File: src/rtl/count_updw_pkg.sv
// Shared types and constants for the count_updw_multi counter family.
package count_updw_pkg;

    typedef enum logic [1:0] {
        M_UP     = 2'b00,
        M_DOWN   = 2'b01,
        M_BOUNCE = 2'b10,
        M_HOLD   = 2'b11
    } mode_t;

    localparam logic DIR_UP = 1'b1;
    localparam logic DIR_DN = 1'b0;

endpackage

File: src/rtl/count_updw_step.sv
// Combinational next-state logic for one count_updw_multi channel.
// Covers degenerate limits, out-of-range recovery and the UP, DOWN,
// BOUNCE and HOLD steps. Enable and load gating live in the top.
module count_updw_step
    import count_updw_pkg::*;
#(
    parameter int unsigned WIDTH = 3
) (
    input  logic [WIDTH-1:0] count,
    input  logic             dir,
    input  logic [1:0]       mode,
    input  logic [WIDTH-1:0] lo,
    input  logic [WIDTH-1:0] hi,
    output logic [WIDTH-1:0] count_next,
    output logic             dir_next,
    output logic             tc_next
);

    localparam logic [WIDTH-1:0] ONE = WIDTH'(1);

    mode_t m;
    assign m = mode_t'(mode);

    // Next count/dir/tc selection.
    // Priority: HOLD, then degenerate limits, then out-of-range recovery,
    // then the normal per-mode step.
    always_comb begin
        count_next = count;
        dir_next   = dir;
        tc_next    = 1'b0;
        if (m != M_HOLD) begin
            if (lo >= hi) begin
                count_next = lo;
            end else if ((count < lo) || (count > hi)) begin
                if (m == M_DOWN) begin
                    count_next = hi;
                    dir_next   = DIR_DN;
                end else begin
                    count_next = lo;
                    dir_next   = DIR_UP;
                end
            end else begin
                case (m)
                    M_UP: begin
                        dir_next = DIR_UP;
                        if (count == hi) begin
                            count_next = lo;
                            tc_next    = 1'b1;
                        end else begin
                            count_next = count + ONE;
                        end
                    end
                    M_DOWN: begin
                        dir_next = DIR_DN;
                        if (count == lo) begin
                            count_next = hi;
                            tc_next    = 1'b1;
                        end else begin
                            count_next = count - ONE;
                        end
                    end
                    M_BOUNCE: begin
                        if (dir == DIR_UP) begin
                            if (count == hi) begin
                                count_next = hi - ONE;
                                dir_next   = DIR_DN;
                                tc_next    = 1'b1;
                            end else begin
                                count_next = count + ONE;
                            end
                        end else begin
                            if (count == lo) begin
                                count_next = lo + ONE;
                                dir_next   = DIR_UP;
                                tc_next    = 1'b1;
                            end else begin
                                count_next = count - ONE;
                            end
                        end
                    end
                    default: begin
                        count_next = count;
                        dir_next   = dir;
                        tc_next    = 1'b0;
                    end
                endcase
            end
        end
    end

endmodule

File: src/rtl/count_updw_multi.sv
// Parametrised up/down/bounce/hold counter with runtime limits,
// registered count, direction and terminal-event pulse.
// Optional macro COUNT_UPDW_MULTI_LOAD_EN adds a synchronous parallel load
// (ports load, load_val) that overrides enable, mode and range checking.
module count_updw_multi
    import count_updw_pkg::*;
#(
    parameter int unsigned WIDTH = 3
) (
    input  logic             clk,
    input  logic             reset,
    input  logic             en,
    input  logic [1:0]       mode,
    input  logic [WIDTH-1:0] lo,
    input  logic [WIDTH-1:0] hi,
`ifdef COUNT_UPDW_MULTI_LOAD_EN
    input  logic             load,
    input  logic [WIDTH-1:0] load_val,
`endif
    output logic [WIDTH-1:0] count,
    output logic             dir,
    output logic             tc
);

    logic [WIDTH-1:0] count_next;
    logic             dir_next;
    logic             tc_next;

    count_updw_step #(
        .WIDTH(WIDTH)
    ) u_step (
        .count      (count),
        .dir        (dir),
        .mode       (mode),
        .lo         (lo),
        .hi         (hi),
        .count_next (count_next),
        .dir_next   (dir_next),
        .tc_next    (tc_next)
    );

    // State registers: async reset, then load, then enabled step, else hold.
    always_ff @(posedge clk or posedge reset) begin
        if (reset) begin
            count <= '0;
            dir   <= DIR_UP;
            tc    <= 1'b0;
        end else begin
`ifdef COUNT_UPDW_MULTI_LOAD_EN
            if (load) begin
                count <= load_val;
                tc    <= 1'b0;
            end else
`endif
            if (en) begin
                count <= count_next;
                dir   <= dir_next;
                tc    <= tc_next;
            end else begin
                tc    <= 1'b0;
            end
        end
    end

endmodule

File: config.mk
export PLATFORM = sky130hd
export DESIGN_NAME = count_updw_multi
export DESIGN_NICKNAME = d
export VERILOG_FILES = /design/src/rtl/count_updw_pkg.sv /design/src/rtl/count_updw_step.sv /design/src/rtl/count_updw_multi.sv
export SDC_FILE = /design/constraint.sdc
export NUM_CORES = 1
export LEC_CHECK = 0
export BUFFER_PORTS_ARGS = -buffer_cell sky130_fd_sc_hd__buf_2
export CORE_ASPECT_RATIO = 0.9
export CORE_MARGIN = 2
export CORE_UTILIZATION = 58
export CTS_BUF_LIST = sky130_fd_sc_hd__clkbuf_2 sky130_fd_sc_hd__clkbuf_4 sky130_fd_sc_hd__clkbuf_8
export DETAILED_ROUTE_END_ITERATION = 8
export PLACE_DENSITY = 0.88
export SYNTH_ARGS = -nofsm -noshare
export SYNTH_HDL_FRONTEND = slang
export SYNTH_SLANG_ARGS = --single-unit
File: constraint.sdc
create_clock -name clk -period 2.7 [get_ports clk]
set_clock_uncertainty 0.15 [all_clocks]
set_input_delay 0.27 -clock clk [delete_from_list [all_inputs] [get_ports clk]]
set_output_delay 0.27 -clock clk [all_outputs]
set_load 0.05 [all_outputs]
==> results of run 1 <==
[sequential cells by signal, summed over array words and instances (netlist names)]
| name | cells |
|---|---|
| tc | 1 |
| count | 3 |
| dir | 1 |
[per-stage QoR]
stage | instances | utilization (%) | power (mW)
finish | 156 | 71.09 | 0.8961
global route | 156 | 71.09 | 0.9652
CTS | 156 | 71.09 | 0.8830
detailed placement | 151 | 68.39 | 0.7777
global placement | 151 | 68.39 | 0.7643
floorplan | 118 | - | 0.6635
[cells in the mapped netlist (3+ instances only)]
master    n
o21ai_0   8
mux2i_1   3
inv_1    13
ha_1     17
nand3_1   6
nand2_1   9
a21oi_1   9
nor2_1    4
xnor2_1   3
dfrtp_1   4
[cells in the final DEF (no fill, tap or decap), drive strengths merged, types with 2 or more instances in the layout]
cell and instances:
nand2 10, a21oi 9, nor2 4, a211oi 2, buf 15, and3 2, inv 13, xnor2 3
a21o 2, a41oi 2, o22a 2, nand3 6, clkbuf 4, o21ai 9, o22ai 2, or3 2
a31oi 2, ha 17, mux2i 3, dfrtp 4, and2 3
[cell families (layout without fill, tap and decap cells)]
kind of cell,Yosys count,count (layout),synth area share [%]
AOI/OAI and AO/OA,39,39,30.06
xor gates and xnor gates,4,4,3.724
adders and majority gates,17,17,22.61
buffers and inverters,17,33,8.510
DFF,5,5,13.43
muxes,3,3,3.192
and+or+nand+nor,33,33,18.48
[area by class of cell]
class                           instances  area share [%]
Inverter                               13           4.637
Multi-Input combinational cell         96           69.80
Tap cell                               22           2.616
Timing Repair Buffer                   16           8.086
Clock buffer                            4           2.854
Sequential cell                         5           12.01
[worst max path at each step]
stage                     cells after the start  endpoint  slack [ps]  startpoint
final                                         8  count[2]         330    count[0]
after global routing                          8  count[1]         210    count[0]
after CTS                                     8  count[2]         360    count[0]
after detailed placement                      8  count[2]         360    count[0]
after global placement                        8  count[2]         370    count[0]
after floorplan                               9  count[1]         220    count[0]
[layer usage]
metal | GRT usage (%) | vias up | part of all wire, %
met5 | 0 | - | 0
met3 | 2.586 | 5 | 8.3
met1 | 41.34 | 448 | 44
li1 | - | 470 | -
met4 | 10.29 | 0 | 1.3
met2 | 43.06 | 54 | 47
[power by group through the flow]
stage                     Sequential (mW)  Combinational (mW)  Clock [mW]
after floorplan                     0.211               0.453           0
after global placement              0.152               0.612           0
after detailed placement            0.156               0.621           0
after CTS                           0.155               0.627       0.101
after global routing                0.160               0.695       0.109
final                               0.157               0.634       0.104
[worst register-to-register path: stages (launching register included)]
cell and delay, ps:
dfrtp_1 440, inv_1 140, ha_1 330, and3_1 370, a21o_4 160, nand2_4 80, o31a_1 380, o21ai_0 110
o22ai_1 110
==> metrics.yaml, run 1 <==
setup_path:
  crit_buf_inv: 1
  cp_slowest_stage_delay_ps: 440
  critPathKind: "reg2reg"
  arrival_ps: 2350
  endpoint_kind: "flop"
  start_kind: "flop"
  cp_top_family: "compound AO/OA/AOI/OAI gates"
  r2r-end: "count[2]"
  crit_chain: "inv_1 > ha_1 > and3_1 > a21o_4 > nand2_4 > o31a_1 > o21ai_0 > o22ai_1"
  required_ps: 2680
  ff2ff_setup_slack_ps: 330
  crit_slowest_cell: "dfrtp_1"
  ff2ff_path_depth: 8
  path_max_fanout: 8
  r2r_start: "count[0]"
cts:
  clk_pin_slew_ps: 50
  cts_max_level: 1
  worstSkewPairLatency_ps: 260
  cts_buffer_depth: 2
  cts_resized: 0
  cts_setup_buffers: 0
  clock_sinks: 5
  cts_hold_buf: 1
  cts_tree: "yes"
  cts_made_buffers: 3
  cts_root_buf: "clkbuf_4"
placement:
  gp_congestion: 0.9213
  hpwl_mm: 1.869
  dp_slack_ps: 359.4
  io_buffers: 15
  placed_area_um2: 1012
min_path:
  hp-start: "lo[0]"
  holdPathEnd: "count[0]"
  hp-class: "in2reg"
  whs_path_depth: 3
timing:
  finalHoldViolCount: 0
  tns_ps: 0
  period_minus_slack_ps: 2369
  max_freq_mhz: 422.2
  hold_ws_ps: 274.2
  fin_ws_ps: 331.3
  maxSlewViolCount: 0
  setup_violations: 0
  maxSlewHeadroom_pct: 72.64
  grt_setup_unrepaired: "no"
  worstMarginPinSlew_ps: 410.4
  fin_crit_sh_pct: 87.73
power_and_ir_drop:
  pwr-share-seq_pct: 17.6
  switchingPower_mw: 0.4860
  p_clk_share_pct: 11.6
  intPower_mw: 0.4101
  peakVddDrop_uv: 504.4
  leakage_nw: 0.5059
  switching_share_pct: 54.23
  power_frac_comb_pct: 70.8
  power_density_nw_per_um2: 851.6
yosys:
  synth_top_cell_by_area: "ha_1"
  yosysTopAreaCellShare_pct: 22.61
  synth_nets: 146
  ys_ff_latch: 5
  synth_edf_count: 0
  syn_avg_cell_area_um2: 7.974
  ys_warn_count: 0
  synthDistinctLibCells: 44
  synth.area.top_cells: "ha_1 23%, dfrtp_1 11%, inv_1 5.2%, a21oi_1 4.8%, o21ai_0 4.3%"
  syn_inst: 118
  yosysSeqAreaShare_pct: 13.43
  synthFlopType: "dfrtp_1"
  synthArstFlopShare_pct: 100.0
  syn_area_um2: 940.9
final_layout:
  stdcell_area_um2: 1052
  seq_area_um2: 126.4
  finalNetCount: 163
  fillers: 122
  multi_input_area_um2: 734.5
  diodes: 0
  area_growth_pct: 11.84
  drive_gt1_share_pct: 19.40
detailed_routing:
  drtPass1Iterations: 4
  wl_mm: 2.461
  ant_nets: 0
  dr_total_vias: 977
  wl_per_cell_um: 15.78
  initialDrtViolationCount: 57
  drc: 0
  routed_via_density: 6.263
die:
  die_area_um2: 1961
  coreArea_um2: 1480
  ios: 16
  initial_utilization_pct: 63.57
  core.rowCount: 13
  die_height_um: 42.21
  die_w_um: 46.46
global_route:
  grt_pass1_wl_mm: 4.160
  grt_max_degree: 13
  antenna_found_initial: 0
  grtUsageTotal_pct: 28.63
  grt_pass1_vias: 919
  grt_overflow_total: 0
job:
  cap_violations: 0
run_status:
  status: "complete, no violations"
(Power assumes the default switching activity.)
==> run 2: changes to the inputs <==
--- a/config.mk
+++ b/config.mk
@@ -14,2 +14,3 @@
 export PLACE_DENSITY = 0.88
+export SKIP_CTS_REPAIR_TIMING = 1
 export SYNTH_ARGS = -nofsm -noshare
==> constraint.sdc (replaced) <==
create_clock -name clk -period 2.7 [get_ports clk]
set_clock_uncertainty 0.15 [all_clocks]
set_input_delay 0 -clock clk [delete_from_list [all_inputs] [get_ports clk]]
set_output_delay 0 -clock clk [all_outputs]
set_load 0.05 [all_outputs]
==> run 2 against run 1 <==
Net effect: the flow now finishes with violations (hold timing); clock-buffer cell count unchanged; sequential share of layout area unchanged; global-route usage is essentially flat; flip-flop and latch count did not move; hold slack got worse by 280 ps; sequential power about the same; combinational power is essentially flat; critical path depth shrank 1; register-to-register slack about the same.
==> metrics.yaml, run 2 (same netlist as run 1, synthesis figures left out) <==
final_layout:
  top_register: "count"
  area_growth_pct: 11.84
  reg_top3: "count (3), dir (1), tc (1)"
  drive_gt1_share_pct: 19.40
  finish.utilization_pct: 71.09
  final_common_cell: "ha_1"
  largest_reg_flops: 3
  stdcell_area_um2: 1052
  diodes: 0
  fillers: 128
  final_cell_mix: "17 x ha_1, 15 x buf_2, 13 x inv_1"
  finalNetCount: 163
timing:
  grt_setup_unrepaired: "no"
  worstMarginPinSlew_ps: 398.8
  fin_ws_ps: 330.5
  maxSlewViolCount: 0
  period_minus_slack_ps: 2370
  max_freq_mhz: 422.0
  maxSlewHeadroom_pct: 73.42
  setup_violations: 0
  hold_ws_ps: -5.452
  tns_ps: 0
  fin_crit_sh_pct: 87.76
  finalHoldViolCount: 1
setup_path:
  ff2ff_path_depth: 7
  crit_path_end: "count[0]"
  startpoint: "count[0]"
  start_kind: "flop"
  ff2ff_setup_slack_ps: 330
  critPathKind: "reg2reg"
  r2r_start: "count[0]"
  path_max_fanout: 8
  required_ps: 2710
  arrival_ps: 2380
  r2r-end: "count[0]"
  endpoint_kind: "flop"
detailed_routing:
  routed_via_density: 6.288
  ant_nets: 0
  drtPass1Iterations: 4
  dr_total_vias: 981
  wl_per_cell_um: 15.70
  drc: 0
  initialDrtViolationCount: 76
  wl_mm: 2.449
run_status:
  violations: "hold timing"
  status: "finished, violations left"
global_route:
  antenna_found_initial: 0
  grt_util_met1_pct: 43.38
  grtUsageMet3_pct: 6.466
  grt_overflow_total: 0
  grt_pass1_vias: 882
  grtUsageTotal_pct: 28.68
  grt_pass1_wl_mm: 4.174
  grt_max_degree: 13
  use_met2_pct: 41.67
  top_usage_layer: "met1"
die:
  coreArea_um2: 1480
  die_w_um: 46.46
  die_height_um: 42.21
  die_area_um2: 1961
  initial_utilization_pct: 63.57
  core.rowCount: 13
  ios: 16
min_path:
  whs_path_depth: 3
  hp-class: "in2reg"
cts:
  clk_pin_slew_ps: 40
  cts_max_level: 1
  clock_sinks: 5
  cts_buffer_depth: 2
  cts_tree: "yes"
  cts_root_buf: "clkbuf_4"
  worstSkewPairLatency_ps: 250
  cts_made_buffers: 3
placement:
  placed_area_um2: 1012
  gp_congestion: 0.9158
  dp_slack_ps: 372.5
  hpwl_mm: 1.940
  io_buffers: 15
power_and_ir_drop:
  power_density_nw_per_um2: 850.0
  leakage_nw: 0.5059
  peakVddDrop_uv: 509.4
job:
  cap_violations: 0
## run 2: cell counts in the layout (fill, tap and decap cells not counted)
No cell type changed its count.
## run 2: power by group
| part | switching, mW | internal (mW) | total [mW] |
|---|---|---|---|
| clock | 0.0358 | 0.0662 | 0.102 |
| sequential | 0.0535 | 0.102 | 0.155 |
| combinational | 0.393 | 0.243 | 0.637 |
| total | 0.483 | 0.412 | 0.894 |
## run 2: cell type report
cell class                 count  area, um^2  share of cell area [%]
inverter                      13       48.80                   4.637
tap                           22       27.53                   2.616
timing repair buffer          16       85.08                   8.086
clock buffer                   4       30.03                   2.854
sequential                     5       126.4                   12.01
multi-input combinational     96       734.5                   69.80
## run 2: how the worst min path moves through the flow
stage / start / endpoint / slack [ps]
2_1_floorplan: reset / count[0] / -370
3_3_place_gp: reset / count[0] / -240
3_5_place_dp: reset / count[2] / -240
4_1_cts: reset / tc / -510
5_1_grt: en / tc / 10
6_report: lo[0] / count[0] / -5
## run 2: worst max-delay path: stages, from the launching register on
cell	delay, ps
dfrtp_1	450
inv_1	130
ha_1	330
and3_1	370
a21o_4	150
nand2_4	80
o31a_1	370
a41oi_1	250
## run 2: stage by stage
stage | power, mW | instances
2_1_floorplan | 0.6635 | 118
3_3_place_gp | 0.7625 | 151
3_5_place_dp | 0.7791 | 151
4_1_cts | 0.8849 | 155
5_1_grt | 0.9719 | 156
6_report | 0.8945 | 156
## run 2: layer usage
metal,share of wire (%),vias to the layer above
li1,-,470
met1,44,447
met2,46,57
met3,9.8,7
met4,0.53,0
met5,0,-
